<file path="config.mk">
export PLATFORM = sky130hd
export DESIGN_NAME = stream_timing_decoder
export DESIGN_NICKNAME = d
export VERILOG_FILES = /design/src/rtl/stream_timing_pkg.sv /design/src/rtl/stream_timing_decoder.sv
export SDC_FILE = /design/constraint.sdc
export NUM_CORES = 1
export LEC_CHECK = 0
export BUFFER_PORTS_ARGS = -buffer_cell sky130_fd_sc_hd__buf_2
export CORE_ASPECT_RATIO = 1.25
export CORE_MARGIN = 4
export CORE_UTILIZATION = 56
export DETAILED_ROUTE_END_ITERATION = 8
export PLACE_DENSITY = 0.8
export SKIP_LAST_GASP = 1
export SLEW_MARGIN = 20
export SYNTH_ARGS = -nofsm -noshare
export SYNTH_HDL_FRONTEND = slang
export SYNTH_SLANG_ARGS = --single-unit
</file>
<file path="constraint.sdc">
create_clock -name eim_clk -period 13.81 [get_ports eim_clk]
set_input_delay 4.143 -clock eim_clk [delete_from_list [all_inputs] [get_ports eim_clk]]
set_output_delay 4.143 -clock eim_clk [all_outputs]
set_load 0.01 [all_outputs]
</file>
<file path="src/rtl/stream_timing_pkg.sv">
// Shared types for the stream timing decoder: FSM states and the err_status bit map.
package stream_timing_pkg;

    typedef enum logic [0:0] {
        WAIT_SOF = 1'b0,
        ACTIVE   = 1'b1
    } decState_e;

    localparam int ERR_EARLY_EOL   = 0;
    localparam int ERR_MISSING_EOL = 1;
    localparam int ERR_EARLY_SOF   = 2;
    localparam int ERR_BAD_CFG     = 3;

endpackage

</file>
<file path="src/rtl/stream_timing_decoder.sv">
// Recovers pixel position, sync levels and frame/line strobes from an AXI-Stream video
// input, with sticky framing-error flags and frame/drop counters.
module stream_timing_decoder
    import stream_timing_pkg::*;
(
    input  logic        eim_clk,
    input  logic        eim_rst,
    input  logic        enable,
    input  logic        clr_status,
    input  logic [15:0] cfg_h_count,
    input  logic [15:0] cfg_v_count,
    input  logic        s_axis_tvalid,
    output logic        s_axis_tready,
    input  logic [15:0] s_axis_tdata,
    input  logic        s_axis_tuser,
    input  logic        s_axis_tlast,
    output logic        pix_valid,
    output logic [15:0] pix_data,
    output logic [15:0] h_pos,
    output logic [15:0] v_pos,
    output logic        hsync,
    output logic        vsync,
    output logic        line_start,
    output logic        frame_start,
    output logic        frame_done,
    output logic [3:0]  err_status,
    output logic [15:0] frame_cnt,
    output logic [15:0] drop_cnt
);

    decState_e   state_q, state_d;
    logic        enable_q;
    logic [15:0] hLim_q, hLim_d;
    logic [15:0] vLim_q, vLim_d;
    logic [15:0] hCnt_q, hCnt_d;
    logic [15:0] vCnt_q, vCnt_d;

    logic        pixValid_q, pixValid_d;
    logic [15:0] pixData_q, pixData_d;
    logic [15:0] hPos_q, hPos_d;
    logic [15:0] vPos_q, vPos_d;
    logic        hsync_q, hsync_d;
    logic        vsync_q, vsync_d;
    logic        lineStart_q, lineStart_d;
    logic        frameStart_q, frameStart_d;
    logic        frameDone_q, frameDone_d;
    logic        lastPix_q, lastPix_d;
    logic [3:0]  errStatus_q, errStatus_d;
    logic [15:0] frameCnt_q, frameCnt_d;
    logic [15:0] dropCnt_q, dropCnt_d;

    logic        accept;
    logic        cfgBad;
    logic        take;
    logic        lineEnd;
    logic        frameEnd;
    logic        dropInc;
    logic [3:0]  errSet;
    logic [15:0] pixH, pixV;
    logic [15:0] hLimUse, vLimUse;
    logic [15:0] dropBase;

    assign accept = s_axis_tvalid && enable_q;
    assign cfgBad = (cfg_h_count == 16'd0) || (cfg_v_count == 16'd0);

    always_comb begin
        state_d  = state_q;
        hLim_d   = hLim_q;
        vLim_d   = vLim_q;
        hCnt_d   = hCnt_q;
        vCnt_d   = vCnt_q;
        take     = 1'b0;
        lineEnd  = 1'b0;
        frameEnd = 1'b0;
        dropInc  = 1'b0;
        errSet   = 4'd0;
        pixH     = hCnt_q;
        pixV     = vCnt_q;
        hLimUse  = hLim_q;
        vLimUse  = vLim_q;

        // Any SOF (re)latches the geometry; the SOF beat itself becomes pixel (0,0).
        if (accept) begin
            if (s_axis_tuser) begin
                if (state_q == ACTIVE && (hCnt_q != 16'd0 || vCnt_q != 16'd0))
                    errSet[ERR_EARLY_SOF] = 1'b1;
                if (cfgBad) begin
                    errSet[ERR_BAD_CFG] = 1'b1;
                    state_d = WAIT_SOF;
                    hCnt_d  = 16'd0;
                    vCnt_d  = 16'd0;
                end else begin
                    take    = 1'b1;
                    pixH    = 16'd0;
                    pixV    = 16'd0;
                    hLimUse = cfg_h_count - 16'd1;
                    vLimUse = cfg_v_count - 16'd1;
                    hLim_d  = hLimUse;
                    vLim_d  = vLimUse;
                end
            end else if (state_q == ACTIVE) begin
                take = 1'b1;
            end else begin
                dropInc = 1'b1;
            end
        end

        if (take) begin
            lineEnd = s_axis_tlast || (pixH == hLimUse);
            if (s_axis_tlast && (pixH < hLimUse))
                errSet[ERR_EARLY_EOL] = 1'b1;
            if (!s_axis_tlast && (pixH == hLimUse))
                errSet[ERR_MISSING_EOL] = 1'b1;
            if (lineEnd) begin
                hCnt_d = 16'd0;
                if (pixV == vLimUse) begin
                    frameEnd = 1'b1;
                    vCnt_d   = 16'd0;
                    state_d  = WAIT_SOF;
                end else begin
                    vCnt_d  = pixV + 16'd1;
                    state_d = ACTIVE;
                end
            end else begin
                hCnt_d  = pixH + 16'd1;
                vCnt_d  = pixV;
                state_d = ACTIVE;
            end
        end
    end

    always_comb begin
        pixValid_d   = take;
        pixData_d    = take ? s_axis_tdata : pixData_q;
        hPos_d       = take ? pixH : hPos_q;
        vPos_d       = take ? pixV : vPos_q;
        lineStart_d  = take && (pixH == 16'd0);
        frameStart_d = take && (pixH == 16'd0) && (pixV == 16'd0);
        frameDone_d  = frameEnd;
        lastPix_d    = take && lineEnd;

        // Sync levels drop one cycle after the closing strobe unless a new line/frame reopens them.
        hsync_d = lineStart_d  ? 1'b1 : (lastPix_q   ? 1'b0 : hsync_q);
        vsync_d = frameStart_d ? 1'b1 : (frameDone_q ? 1'b0 : vsync_q);

        errStatus_d = (clr_status ? 4'd0 : errStatus_q) | errSet;
        frameCnt_d  = (clr_status ? 16'd0 : frameCnt_q) + {15'd0, frameEnd};
        dropBase    = clr_status ? 16'd0 : dropCnt_q;
        dropCnt_d   = (dropInc && dropBase != 16'hFFFF) ? dropBase + 16'd1 : dropBase;
    end

    always_ff @(posedge eim_clk or posedge eim_rst) begin
        if (eim_rst) begin
            state_q      <= WAIT_SOF;
            enable_q     <= 1'b0;
            hLim_q       <= 16'd0;
            vLim_q       <= 16'd0;
            hCnt_q       <= 16'd0;
            vCnt_q       <= 16'd0;
            pixValid_q   <= 1'b0;
            pixData_q    <= 16'd0;
            hPos_q       <= 16'd0;
            vPos_q       <= 16'd0;
            hsync_q      <= 1'b0;
            vsync_q      <= 1'b0;
            lineStart_q  <= 1'b0;
            frameStart_q <= 1'b0;
            frameDone_q  <= 1'b0;
            lastPix_q    <= 1'b0;
            errStatus_q  <= 4'd0;
            frameCnt_q   <= 16'd0;
            dropCnt_q    <= 16'd0;
        end else begin
            state_q      <= state_d;
            enable_q     <= enable;
            hLim_q       <= hLim_d;
            vLim_q       <= vLim_d;
            hCnt_q       <= hCnt_d;
            vCnt_q       <= vCnt_d;
            pixValid_q   <= pixValid_d;
            pixData_q    <= pixData_d;
            hPos_q       <= hPos_d;
            vPos_q       <= vPos_d;
            hsync_q      <= hsync_d;
            vsync_q      <= vsync_d;
            lineStart_q  <= lineStart_d;
            frameStart_q <= frameStart_d;
            frameDone_q  <= frameDone_d;
            lastPix_q    <= lastPix_d;
            errStatus_q  <= errStatus_d;
            frameCnt_q   <= frameCnt_d;
            dropCnt_q    <= dropCnt_d;
        end
    end

    assign s_axis_tready = enable_q;
    assign pix_valid     = pixValid_q;
    assign pix_data      = pixData_q;
    assign h_pos         = hPos_q;
    assign v_pos         = vPos_q;
    assign hsync         = hsync_q;
    assign vsync         = vsync_q;
    assign line_start    = lineStart_q;
    assign frame_start   = frameStart_q;
    assign frame_done    = frameDone_q;
    assign err_status    = errStatus_q;
    assign frame_cnt     = frameCnt_q;
    assign drop_cnt      = dropCnt_q;

endmodule

</file>
==> run metrics <==
Clock transition at path regs 60 ps; post_cts resized 0; Final period util 64.2%; drt wl/cell 16.2 um; Yosys cell types 58; Hold Vio Cnt, Final 0; RSZ-0062 raised after global routing false; Finished Layout Cells around 1,200; setup_tns 0 ps; Async S/R FF share, synth 100%; largest net degree at the start of global routing 97; post-synth net total about 990; CTS tree built; grt total ovfl 0; Leakage Power 4.77 nW; worst rel slew slack 28.3%; area leader, netlist dfrtp_1; # setup viols final 0; Post-CTS Setup Inserts 0; first-pass GRT wire length between 30,000 and 40,000 um; Multi-input gate area 3980 um^2; post-synth top area share 47.5%; Hold Slack 446 ps; max_cap viols 0; Yosys reg bits 157; chip width 117 um; Mapped Cells 906; routed vias 6,943; Detailed Route Iter0 Violations 601; Synth area leaders dfrtp_1 48%, nand2_1 7.4%, o21ai_0 4.4%, xnor2_1 4.1%, ha_1 3.9%; hold crit path type flip-flop to flip-flop; initial antenna violation count 0; all-layer global routing usage 23.4%; htree depth 4; vias in the first global route 6,327; Crit path required time 14,080 ps; Initial Util 57.4%; core area 14,400 um^2; CTS Sinks 157; first-pass detailed-route iteration total 5; cts hold-fix bufs 0; Reg area a little under 4000 um^2; Clock Path Buffers 2; Peak VDD IR 0.0977 mV; Final ANT Viol Nets 0; top-count cell post-synth nand2_1; Layout area overhead 17.0%; Final #Nets approximately 1,100; detailed placement HPWL approximately 14,000 um; Pins Over Slew Limit 0; Die ar. 16,800 um^2; Mapped Area between 8000 and 9000 um^2; Rows 49; Via-to-Cell Ratio 5.70; clock root cell clkbuf_16; Worst EP arrival 9140 ps; clk_lat worst skew around 420 ps; Fillers 1,167; DP Area 9060 um^2; post-layout min period 8870 ps; fmax 0.113 GHz; Post-synth EDFFs 0; Tightest Pin Transition 1060 ps; run status finished clean; post-route cell area 9670 um^2; Placed Instances 1,187; layout cell share with drive strength beyond 1 19.7%; Crit. End Element flip-flop; die height roughly 140 um; port buffer count 145; syn_area_per_cell 9.12 um^2; pwr dens 122 nW/um^2; sequential cell area fraction in the yosys report 47.5%; YS warnings 0; maximum fanout along the worst path 7; GPL Wtd Cong between 0.9 and 1; Worst Setup Start Kind primary input; WL final a little under 20,000 um; DRC 0; clk_skew 11.5 ps; diode count 0; boundary pin count between 100 and 150; Commonest cells post-synth 163 x nand2_1, 157 x dfrtp_1, 72 x o21ai_0; WS Path Type primary input to flip-flop; Top FF cell, synth dfrtp_1; total CTS buffers 17
==> cells in the final DEF, fill, tap and decap left out, types with 11 or more instances in the layout <==
cell	netlist	final
a21o_1	13	13
a21oi_1	20	20
a31oi_1	15	15
and3_1	11	11
buf_2	10	145
clkbuf_16	0	17
dfrtp_1	157	157
ha_1	26	26
inv_1	44	43
mux2_2	11	11
nand2_1	163	162
nand2b_1	12	12
nand3_1	32	32
nand4_1	23	23
nor2_1	60	60
nor2b_1	15	15
nor3_1	12	12
nor4_1	19	19
o21ai_0	72	72
xnor2_1	39	39
xor2_1	30	30
==> worst paths after layout <==
kind / from / endpoint / slack [ps] / depth (start not counted)
min in group asynchronous: eim_rst / drop_cnt[1] / 3840 / 2
worst max register to register: s_axis_tready / frame_cnt[12] / 8940 / 16
worst max-delay path: cfg_h_count[2] / frame_cnt[12] / 4940 / 21
worst min-delay path: lastPix_q / hsync / 450 / 1
max in group asynchronous: eim_rst / hCnt_q[0] / 8520 / 3
worst min register to register: lastPix_q / hsync / 450 / 1
==> report_power, final <==
| group | switching, mW | internal, mW |
|---|---|---|
| combinational | 0.107 | 0.0693 |
| clock | 0.190 | 0.291 |
| sequential | 0.0257 | 0.499 |
| total | 0.323 | 0.859 |
==> cells by family (layout without fill, tap and decap cells) <==
logic type               after synthesis  after routing  share of synthesized area (%)
buffers and inverters                 90            225                           4.42
flip-flops                           157            157                           47.5
adder cells (fa/ha/maj)               26             26                           3.94
AND/OR/NAND/NOR                      396            396                           23.6
XOR/XNOR                              69             69                           7.31
AO/OA/AOI/OAI                        156            156                           11.5
multiplexers                          12             12                           1.62
==> metal layers <==
metal	global-route usage, %	vias up	part of all wire (%)
met3	4.09	20	6.8
met5	0	-	0
met1	32.8	3293	45
li1	-	3363	-
met4	5.74	0	1.1
met2	38.1	267	47
==> final cells by class <==
cell class                      instances  area share (%)
Inverter                               44            1.76
Clock buffer                           20            4.62
Sequential cell                       157            40.6
Timing Repair Buffer                  149            7.82
Tap cell                              178            2.30
Clock inverter                         12            1.67
Multi-Input combinational cell        659            41.2
==> worst max-delay path: stages <==
cell,delay [ps]
buf_2,120
nor2_1,320
nand3_1,170
or3_1,380
nor4_1,570
nand2_1,160
xnor2_1,180
mux2_2,190
inv_1,50
ha_1,280
nand4_1,140
nor4_1,590
nor2_1,260
nor3_1,330
ha_1,250
ha_1,220
nand3_1,180
nor2_1,240
nand4_1,150
xor2_1,160
nor2_1,60
==> flip-flops by register name, indices dropped and copies added, names as in the netlist, 4 cells and up <==
name	count
err_status	4
v_pos	16
vLim_q	16
pix_data	16
drop_cnt	16
hLim_q	16
vCnt_q	16
frame_cnt	16
hCnt_q	16
h_pos	16
==> per-stage QoR <==
step / power (mW) / setup WS, ps / util [%]
after floorplan: 0.645 / 5430 / -
after global placement: 0.702 / 4770 / 62.9
after detailed placement: 0.708 / 4590 / 62.9
after CTS: 1.19 / 4970 / 67.1
after global routing: 1.23 / 4470 / 67.1
final: 1.18 / 4940 / 67.1
No activity file was read; power rests on OpenSTA's default activity.
